--- src/rtl/control_sequencer.sv ---
// control_sequencer: hardwired Moore control unit for the datapath.
// Walks every instruction through fetch (T0-T2) and opcode-specific
// execute states (T3-T7), then back to T0. halt parks in HALT until Clear.
//
// Ports:
//   Clock            system clock, rising edge
//   Clear            synchronous active-high reset, overrides everything
//   opcode[4:0]      IR[31:27] from the datapath, decoded only in T3-T7
//   PCout..OutPortIn datapath control strobes, decoded from state + opcode
//   Run              high in T0-T7, low in IDLE and HALT
module control_sequencer (
   input  logic       Clock,
   input  logic       Clear,
   input  logic [4:0] opcode,
   output logic       PCout,
   output logic       PCin,
   output logic       IncPC,
   output logic       MARin,
   output logic       MDRin,
   output logic       MDRout,
   output logic       Read,
   output logic       IRin,
   output logic       Yin,
   output logic       ZLowIn,
   output logic       ZHighIn,
   output logic       ZLowout,
   output logic       ZHighout,
   output logic       HIin,
   output logic       LOin,
   output logic       HIout,
   output logic       LOout,
   output logic       Cout,
   output logic       BAout,
   output logic       GRA,
   output logic       GRB,
   output logic       GRC,
   output logic       Rin,
   output logic       Rout,
   output logic       RAMin,
   output logic       InPortOut,
   output logic       OutPortIn,
   output logic       Run
);

   localparam logic [4:0] OP_LD   = 5'b00000;
   localparam logic [4:0] OP_LDI  = 5'b00001;
   localparam logic [4:0] OP_ST   = 5'b00010;
   localparam logic [4:0] OP_ADD  = 5'b00011;
   localparam logic [4:0] OP_OR   = 5'b01010;
   localparam logic [4:0] OP_ADDI = 5'b01011;
   localparam logic [4:0] OP_ORI  = 5'b01101;
   localparam logic [4:0] OP_MUL  = 5'b01110;
   localparam logic [4:0] OP_DIV  = 5'b01111;
   // Opcodes from here up all finish in T3 (in/out/mfhi/mflo/nop/halt/unlisted).
   localparam logic [4:0] OP_SHORT = 5'b10000;
   localparam logic [4:0] OP_IN   = 5'b10101;
   localparam logic [4:0] OP_OUT  = 5'b10110;
   localparam logic [4:0] OP_MFHI = 5'b10111;
   localparam logic [4:0] OP_MFLO = 5'b11000;
   localparam logic [4:0] OP_HALT = 5'b11010;

   typedef enum logic [3:0] {
      S_IDLE, S_T0, S_T1, S_T2, S_T3, S_T4, S_T5, S_T6, S_T7, S_HALT
   } state_t;

   state_t state, state_nxt;

   // State register
   always_ff @(posedge Clock) begin
      if (Clear) state <= S_IDLE;
      else       state <= state_nxt;
   end

   // Next state: instruction length depends on the opcode held from T3 on
   always_comb begin
      state_nxt = state;
      case (state)
         S_IDLE: state_nxt = S_T0;
         S_T0:   state_nxt = S_T1;
         S_T1:   state_nxt = S_T2;
         S_T2:   state_nxt = S_T3;
         S_T3: begin
            if (opcode == OP_HALT)       state_nxt = S_HALT;
            else if (opcode >= OP_SHORT) state_nxt = S_T0;
            else                         state_nxt = S_T4;
         end
         S_T4:   state_nxt = S_T5;
         S_T5: begin
            if (opcode == OP_LD || opcode == OP_ST ||
                opcode == OP_MUL || opcode == OP_DIV) state_nxt = S_T6;
            else                                      state_nxt = S_T0;
         end
         S_T6: begin
            if (opcode == OP_MUL || opcode == OP_DIV) state_nxt = S_T0;
            else                                      state_nxt = S_T7;
         end
         S_T7:   state_nxt = S_T0;
         S_HALT: state_nxt = S_HALT;
         default: state_nxt = S_IDLE;
      endcase
   end

   // Moore output decode
   always_comb begin
      PCout = 1'b0; PCin = 1'b0; IncPC = 1'b0; MARin = 1'b0; MDRin = 1'b0;
      MDRout = 1'b0; Read = 1'b0; IRin = 1'b0; Yin = 1'b0; ZLowIn = 1'b0;
      ZHighIn = 1'b0; ZLowout = 1'b0; ZHighout = 1'b0; HIin = 1'b0;
      LOin = 1'b0; HIout = 1'b0; LOout = 1'b0; Cout = 1'b0; BAout = 1'b0;
      GRA = 1'b0; GRB = 1'b0; GRC = 1'b0; Rin = 1'b0; Rout = 1'b0;
      RAMin = 1'b0; InPortOut = 1'b0; OutPortIn = 1'b0;
      Run = (state != S_IDLE) && (state != S_HALT);
      case (state)
         S_T0: begin PCout = 1'b1; MARin = 1'b1; IncPC = 1'b1; ZLowIn = 1'b1; end
         S_T1: begin ZLowout = 1'b1; PCin = 1'b1; Read = 1'b1; MDRin = 1'b1; end
         S_T2: begin MDRout = 1'b1; IRin = 1'b1; end
         S_T3: begin
            case (opcode) inside
               OP_LD, OP_LDI, OP_ST: begin GRB = 1'b1; BAout = 1'b1; Yin = 1'b1; end
               [OP_ADD:OP_OR], [OP_ADDI:OP_ORI]: begin GRB = 1'b1; Rout = 1'b1; Yin = 1'b1; end
               OP_MUL, OP_DIV: begin GRA = 1'b1; Rout = 1'b1; Yin = 1'b1; end
               OP_IN:   begin InPortOut = 1'b1; GRA = 1'b1; Rin = 1'b1; end
               OP_OUT:  begin GRA = 1'b1; Rout = 1'b1; OutPortIn = 1'b1; end
               OP_MFHI: begin GRA = 1'b1; Rin = 1'b1; HIout = 1'b1; end
               OP_MFLO: begin GRA = 1'b1; Rin = 1'b1; LOout = 1'b1; end
               default: ;
            endcase
         end
         S_T4: begin
            case (opcode) inside
               OP_LD, OP_LDI, OP_ST, [OP_ADDI:OP_ORI]: begin Cout = 1'b1; ZLowIn = 1'b1; end
               [OP_ADD:OP_OR]: begin GRC = 1'b1; Rout = 1'b1; ZLowIn = 1'b1; end
               OP_MUL, OP_DIV: begin
                  GRB = 1'b1; Rout = 1'b1; ZLowIn = 1'b1; ZHighIn = 1'b1;
               end
               default: ;
            endcase
         end
         S_T5: begin
            case (opcode) inside
               OP_LD, OP_ST: begin ZLowout = 1'b1; MARin = 1'b1; end
               OP_LDI, [OP_ADD:OP_ORI]: begin ZLowout = 1'b1; GRA = 1'b1; Rin = 1'b1; end
               OP_MUL, OP_DIV: begin ZLowout = 1'b1; LOin = 1'b1; end
               default: ;
            endcase
         end
         S_T6: begin
            case (opcode) inside
               OP_LD: begin Read = 1'b1; MDRin = 1'b1; end
               OP_ST: begin GRA = 1'b1; Rout = 1'b1; MDRin = 1'b1; end
               OP_MUL, OP_DIV: begin ZHighout = 1'b1; HIin = 1'b1; end
               default: ;
            endcase
         end
         S_T7: begin
            case (opcode) inside
               OP_LD: begin MDRout = 1'b1; GRA = 1'b1; Rin = 1'b1; end
               OP_ST: RAMin = 1'b1;
               default: ;
            endcase
         end
         default: ;
      endcase
   end

endmodule

--- config.mk ---
export PLATFORM = sky130hd
export DESIGN_NAME = control_sequencer
export DESIGN_NICKNAME = d
export VERILOG_FILES = /design/src/rtl/control_sequencer.sv
export SDC_FILE = /design/constraint.sdc
export NUM_CORES = 1
export LEC_CHECK = 0
export CORE_UTILIZATION = 35
export DETAILED_ROUTE_END_ITERATION = 16
export HOLD_SLACK_MARGIN = 0.03
export PLACE_DENSITY = 0.7
export SETUP_SLACK_MARGIN = 0.3
export SYNTH_ARGS = -nofsm -noshare
export SYNTH_HDL_FRONTEND = slang
export SYNTH_SLANG_ARGS = --single-unit
--- constraint.sdc ---
create_clock -name Clock -period 3 [get_ports Clock]
set_clock_uncertainty 0.1 [all_clocks]
set_input_delay 0.6 -clock Clock [delete_from_list [all_inputs] [get_ports Clock]]
set_output_delay 0.6 -clock Clock [all_outputs]
set_load 0.02 [all_outputs]
==> results of run 1 <==
## cells in the final DEF (no fill, tap or decap), types with 4 or more instances in the layout
cell type,Yosys,layout
sky130_fd_sc_hd__buf_4,2,30
sky130_fd_sc_hd__nor2_1,14,14
sky130_fd_sc_hd__dlygate4sd2_1,0,11
sky130_fd_sc_hd__nand2b_1,9,9
sky130_fd_sc_hd__nor3_1,9,9
sky130_fd_sc_hd__nand2_1,7,7
sky130_fd_sc_hd__a21oi_1,7,7
sky130_fd_sc_hd__clkbuf_2,0,6
sky130_fd_sc_hd__and2_1,5,5
sky130_fd_sc_hd__inv_1,4,4
sky130_fd_sc_hd__nand3_1,4,4
sky130_fd_sc_hd__clkdlybuf4s50_1,0,4
sky130_fd_sc_hd__buf_2,6,4
## through the flow
stage	util	hold WS, ns
floorplan	-	0.4669
detailed placement	0.6313	0.5595
finish	0.6319	0.4961
CTS	0.6383	0.4872
global placement	0.6313	0.5464
global route	0.6319	0.5115
## layout make-up
class | count | area (µm²)
flip-flops and latches | 4 | 81.33
multi-input cells | 95 | 609.3
well taps | 27 | 33.78
repair buffers | 62 | 490.5
clock buffers | 3 | 22.52
fillers | 202 | 729.5
inverters | 4 | 15.01
## metal layers
metal / wire length [µm] / share of wire / track usage / vias up
met3: 66 / 0.026 / 0.02264 / 0
met2: 1267 / 0.49 / 0.4216 / 21
met4: 0 / 0 / 0.03333 / 0
met1: 1251 / 0.48 / 0.3355 / 487
li1: - / - / - / 526
met5: 0 / 0 / 0 / -
## final timing paths
check / from / to / slack (ns) / depth (start not counted)
worst max register to register: state[1] / state[2] / 1.43 / 6
worst max-delay path: opcode[0] / Rout / 0.35 / 5
worst min-delay path: state[0] / state[3] / 0.50 / 2
worst min register to register: state[0] / state[3] / 0.50 / 2
## what timing repair did
action,4_1_cts,5_1_grt
setup endpoints to repair,25,15
pin swaps,2,0
buffers inserted,1,0
gates resized for setup,58,20
## power breakdown
part / switching, µW / internal [µW] / total (µW)
sequential: 7.45 / 56.6 / 64.0
combinational: 72.0 / 63.7 / 136
clock: 20.4 / 44.6 / 65.0
total: 99.8 / 165 / 265
## critical path: stages
cell and delay (ns):
sky130_fd_sc_hd__clkdlybuf4s15_1 0.18, sky130_fd_sc_hd__or3_4 0.33, sky130_fd_sc_hd__or4_4 0.54, sky130_fd_sc_hd__o211ai_1 0.12
sky130_fd_sc_hd__buf_4 0.17
## cell families (layout without fill, tap and decap cells)
family,after synthesis,in the layout
simple gates,63,63
compound gates,29,29
buf+inv,17,69
flops,4,4
mux,2,2
xor+xnor,1,1
==> qor.txt, run 1 <==
CTS Root Cell - sky130_fd_sc_hd__clkbuf_4
xor/xnor share of the synthesized area - 0.01186
number of input and output port buffers inserted - 34
number of warning messages in the yosys log - 0
final net count - 177
number of enable-type register cells in the synthesized netlist - 0
Slew HR - 0.6985
Clk pin slew, worst setup/hold paths - 0.04 ns
number of cells in the finished layout apart from fillers - 195
post-DR wirelength/cell - 13.26 µm
clock buffer depth - 2
run status - finished clean
number of H-tree levels - 1
Max Fanout on Critical Path - 2
part of the Yosys area used for sequential elements - 0.1085
CTS tree - done
cell types with the highest counts after synthesis - sky130_fd_sc_hd__nor2_1, sky130_fd_sc_hd__nand2b_1, sky130_fd_sc_hd__nor3_1, sky130_fd_sc_hd__a21oi_1, sky130_fd_sc_hd__nand2_1
starting density of the core - 0.3725
share of the synthesized area in compound gates (AO/OA/AOI/OAI) - 0.2780
synthesized area per cell - 6.364 µm²
antenna fix cells - 0
overall die height - 47.93 µm
transition time at the pin with the least slew margin - 0.4488 ns
Placed Cells incl. Taps - 191
die boundary width - 47.93 µm
overall power after layout - 264.7 µW
Leakage Power - 0.0006063 µW
P per Cell Area - 211.3 mW/mm²
Synth Instances - 116
first-pass detailed-route iteration total - 4
number of global-route vias before repair - 881
die footprint - 0.002297 mm²
number of buffers created by CTS - 3
placed standard-cell area - 0.001251 mm²
via count - 1034
mux cell area share after synthesis - 0.02881
launching element type of the critical path - input pin
largest registers in the final layout - state: 4 flops
Via density - 5.303
Sinks on Clock Net - 4
number of setup violations in the final report - 0
final setup margin - 0.3514 ns
remaining global-route overflow - 0
data arrival time of the critical path - 1.95 ns
largest net degree at the start of global routing - 16
largest family of logic cells by synthesized area - simple AND/OR/NAND/NOR gates
share of cells above drive strength 1 - 0.3214
Final Hold Fails - 0
area share of the leading cell type in the synthesized netlist - 0.1085
largest register by flop count - state
# IOs - 35
final weighted congestion in routability-driven placement - 0.9044
Post-Syn Area - 738.2 µm²
simple-gate area share of the yosys netlist - 0.4661
most instantiated flip-flop cell in the synthesis netlist - sky130_fd_sc_hd__dfxtp_1
adder-cell share of the synthesized area - 0
async set or reset register ratio after synthesis - 0
flip-flop and latch count after synthesis - 4
max reg flops - 4
Hold Path Class - reg2reg
worst slack at placement - -0.3939 ns
placement row count - 16
setup total negative slack - 0 ns
Crit path required time - 2.30 ns
DRC viols - 0
core footprint - 0.001982 mm²
number of unique standard cell types used by synthesis - 42
Tmin final - 2.649 ns
Layout area overhead - 69.66%
post-synthesis net count - 123
total global routing track utilization - 0.2446
finished layout cell area - 0.001252 mm²
hold-fix buffers at CTS - 0
final routed wirelength across all metal layers - 2.585 mm
detailed router's first-iteration violation count - 29
top cell type by total area after synthesis - sky130_fd_sc_hd__dfxtp_1
antenna violations before repair - 0
Worst IR Drop VDD - 0.4104 mV
unrepaired setup endpoints after global routing - true
type of the setup path with the least slack - in2out
global-route wire length before repair - 3.995 mm
MaxCap Viol Count - 0
Final Cycle Share - 0.8829
leading post-synthesis cells by cell area - sky130_fd_sc_hd__dfxtp_1, sky130_fd_sc_hd__nand2b_1, sky130_fd_sc_hd__nor2_1
post-route antenna net violation count - 0
fmax - 377.6 MHz
clock insertion delay at the later pin of the skew report - 0.23 ns
kind of end point of the critical path - output pin
Detail Placement HPWL - 2.053 mm
Max Transition Viols Final - 0
cell with the most instances after synthesis - sky130_fd_sc_hd__nor2_1
Note: power is estimated with default switching activity, not from simulation.
==> inputs of run 2 (changes only) <==
--- a/config.mk
+++ b/config.mk
@@ -5,10 +5,11 @@
 export SDC_FILE = /design/constraint.sdc
 export NUM_CORES = 1
 export LEC_CHECK = 0
-export CORE_UTILIZATION = 35
+export CORE_UTILIZATION = 40
 export DETAILED_ROUTE_END_ITERATION = 16
+export GPL_TIMING_DRIVEN = 0
 export HOLD_SLACK_MARGIN = 0.03
-export PLACE_DENSITY = 0.7
+export PLACE_DENSITY = 0.79
 export SETUP_SLACK_MARGIN = 0.3
 export SYNTH_ARGS = -nofsm -noshare
 export SYNTH_HDL_FRONTEND = slang
==> run 2 against run 1 <==
Register-to-register slack better by 0.15 ns. Sequential cell count stayed put. Via count rose by 4.2%. Fmax is 0.78% lower. Critical path depth rose by 1. Critical path type unchanged. Largest cell class unchanged. Highest routed layer is now met4.
==> qor.txt, run 2 (synthesis gave the netlist of run 1 again) <==
number of global-route vias before repair - 870 (-1.2%)
total global routing track utilization - 0.2601 (+0.01550)
cells along the critical path - clkdlybuf4s15_1, clkbuf_8, nand2_1, or4_4, o211ai_1, buf_4
data arrival time of the critical path - 1.97 ns (+0.02 ns)
number of buffer and inverter instances along the worst setup path - 3 (+1)
transition time at the pin with the least slew margin - 0.4611 ns (+0.01231 ns)
placement row count - 15 (-1)
final net count - 170 (-4.0%)
starting density of the core - 0.4275 (+0.05506)
Filler cells - 150 (-26%)
launch instance of the worst min-delay path - state[2]
largest net degree at the start of global routing - 11 (-5)
startpoint of the worst register-to-register path - state[0]
antenna fix cells - 0 (unchanged)
die footprint - 0.002021 mm² (-12%)
finished layout cell area - 0.001245 mm² (-0.60%)
kind of end point of the critical path - output pin
Hold Path Class - reg2reg
via count - 1077 (+4.2%)
Slew HR - 0.6926 (-0.005904)
Final Hold Fails - 0 (unchanged)
detailed router's first-iteration violation count - 22 (-24%)
final weighted congestion in routability-driven placement - 0.9089 (+0.50%)
worst hold-check slack - 0.5631 ns (+0.06701 ns)
Max Fanout on Critical Path - 10 (+8)
Clk pin slew, worst setup/hold paths - 0.03 ns (about the same)
Worst IR Drop VDD - 0.2251 mV (-45%)
antenna violations before repair - 0 (unchanged)
share of cells above drive strength 1 - 0.2857 (-0.03571)
clock insertion delay at the later pin of the skew report - 0.23 ns (about the same)
commonest non-fill, non-tap cells in the layout - sky130_fd_sc_hd__nor2_1, sky130_fd_sc_hd__buf_4, sky130_fd_sc_hd__nand2b_1, sky130_fd_sc_hd__dlygate4sd2_1, sky130_fd_sc_hd__nor3_1
type of the setup path with the least slack - in2out
CP delay by family, top - buffers and inverters
Detail Placement HPWL - 1.781 mm (-13%)
core footprint - 0.001727 mm² (-13%)
CTS tree - done
P per Cell Area - 212.7 mW/mm² (+0.66%)
number of buffers created by CTS - 3 (unchanged)
number of H-tree levels - 1 (unchanged)
post-route antenna net violation count - 0 (unchanged)
worst slack at placement - -0.4953 ns (-0.1014 ns)
MaxCap Viol Count - 0 (unchanged)
Final Cycle Share - 0.8898 (+0.006965)
largest registers in the final layout - state: 4 flops
CTS Root Cell - sky130_fd_sc_hd__clkbuf_4
DRC viols - 0 (unchanged)
fmax - 374.6 MHz (-0.78%)
post-DR wirelength/cell - 14.37 µm (+8.4%)
# IOs - 35 (unchanged)
remaining global-route overflow - 0 (unchanged)
clock buffer depth - 2 (unchanged)
Via density - 5.790 (+9.2%)
die boundary width - 44.96 µm (-6.2%)
most common cell after layout, fill and taps aside - sky130_fd_sc_hd__nor2_1
number of setup violations in the final report - 0 (unchanged)
delay contributed by the slowest stage of the critical path - 0.52 ns (-0.02 ns)
Sinks on Clock Net - 4 (unchanged)
placed standard-cell area - 0.001100 mm² (-12%)
first-pass detailed-route iteration total - 4 (unchanged)
run status - finished clean
Critical path origin - opcode[1]
max reg flops - 4 (unchanged)
number of input and output port buffers inserted - 33 (-2.9%)
Max Transition Viols Final - 0 (unchanged)
Leakage Power - 0.0005849 µW (-3.5%)
overall die height - 44.96 µm (-6.2%)
global-route wire length before repair - 3.870 mm (-3.1%)
unrepaired setup endpoints after global routing - true
Crit path required time - 2.30 ns (about the same)
final setup margin - 0.3305 ns (-0.02090 ns)
largest register by flop count - state
Tmin final - 2.669 ns (+0.02090 ns)
launching element type of the critical path - input pin
highest-delay cell along the critical path - sky130_fd_sc_hd__or4_4
Layout area overhead - 68.64%
final routed wirelength across all metal layers - 2.672 mm (+3.4%)
## run 2: cell count changes in the layout (fill, tap and decap cells not counted), moves of 2 or more
cell and delta:
sky130_fd_sc_hd__buf_4 -19, sky130_fd_sc_hd__buf_6 +3, sky130_fd_sc_hd__buf_2 +2, sky130_fd_sc_hd__clkbuf_1 +2, sky130_fd_sc_hd__clkdlybuf4s15_2 +2, sky130_fd_sc_hd__dlygate4sd2_1 -2, sky130_fd_sc_hd__nor2b_1 -2, sky130_fd_sc_hd__nor2b_2 +2
## run 2: per-layer routing
layer | vias to the layer above | share of wire | GRT usage
met5 | - | 0 | 0
met4 | 0 | 0.026 | 0.1455
met3 | 10 | 0.043 | 0.02800
met2 | 42 | 0.49 | 0.4290
met1 | 509 | 0.44 | 0.3277
li1 | 516 | - | -
## run 2: layout make-up
cell class	instances	area, µm²	area share
plain buffers	13	97.59	0.07839
clock buffers	3	22.52	0.01809
inverters	4	15.01	0.01206
multi-input cells	95	634.4	0.5095
flip-flops and latches	4	80.08	0.06432
well taps	25	31.28	0.02513
repair buffers	42	364.1	0.2925
## run 2: final timing paths
kind | endpoint | slack [ns] | depth (start not counted)
setup / recovery | Rout | 0.33 | 6
hold / removal | state[2] | 0.56 | 3
setup reg to reg | state[2] | 1.58 | 4
hold reg to reg | state[2] | 0.56 | 3
## run 2: what timing repair did
item	4_1_cts	5_1_grt
resized for setup	70	19
setup buffers	3	5
hold buffers	0	0
gates cloned	1	0
endpoints found under the hold margin	0	0
pin swaps	6	4
setup endpoints to repair	21	20
## run 2: metrics by stage
| step | power [µW] | TNS (ns) | cells | utilization |
|---|---|---|---|---|
| global route | 285.5 | 0 | 186 | 0.7210 |
| floorplan | 138.4 | 0 | 116 | - |
| global placement | 183.5 | -4.506 | 174 | 0.6370 |
| CTS | 259.7 | 0 | 181 | 0.6819 |
| finish | 264.8 | 0 | 186 | 0.7210 |
| detailed placement | 184.5 | -4.937 | 174 | 0.6370 |
## run 2: power breakdown
| group | internal (µW) | switching, µW |
|---|---|---|
| Sequential | 56.4 | 3.31 |
| Combinational | 61.7 | 79.1 |
| Clock | 44.6 | 19.8 |
## run 2: worst register-to-register path, delay by kind of cell, from the launching register on
| family | cells | cell delay (ns) |
|---|---|---|
| compound gates | 2 | 0.41 |
| flops | 1 | 0.44 |
| simple gates | 2 | 0.38 |
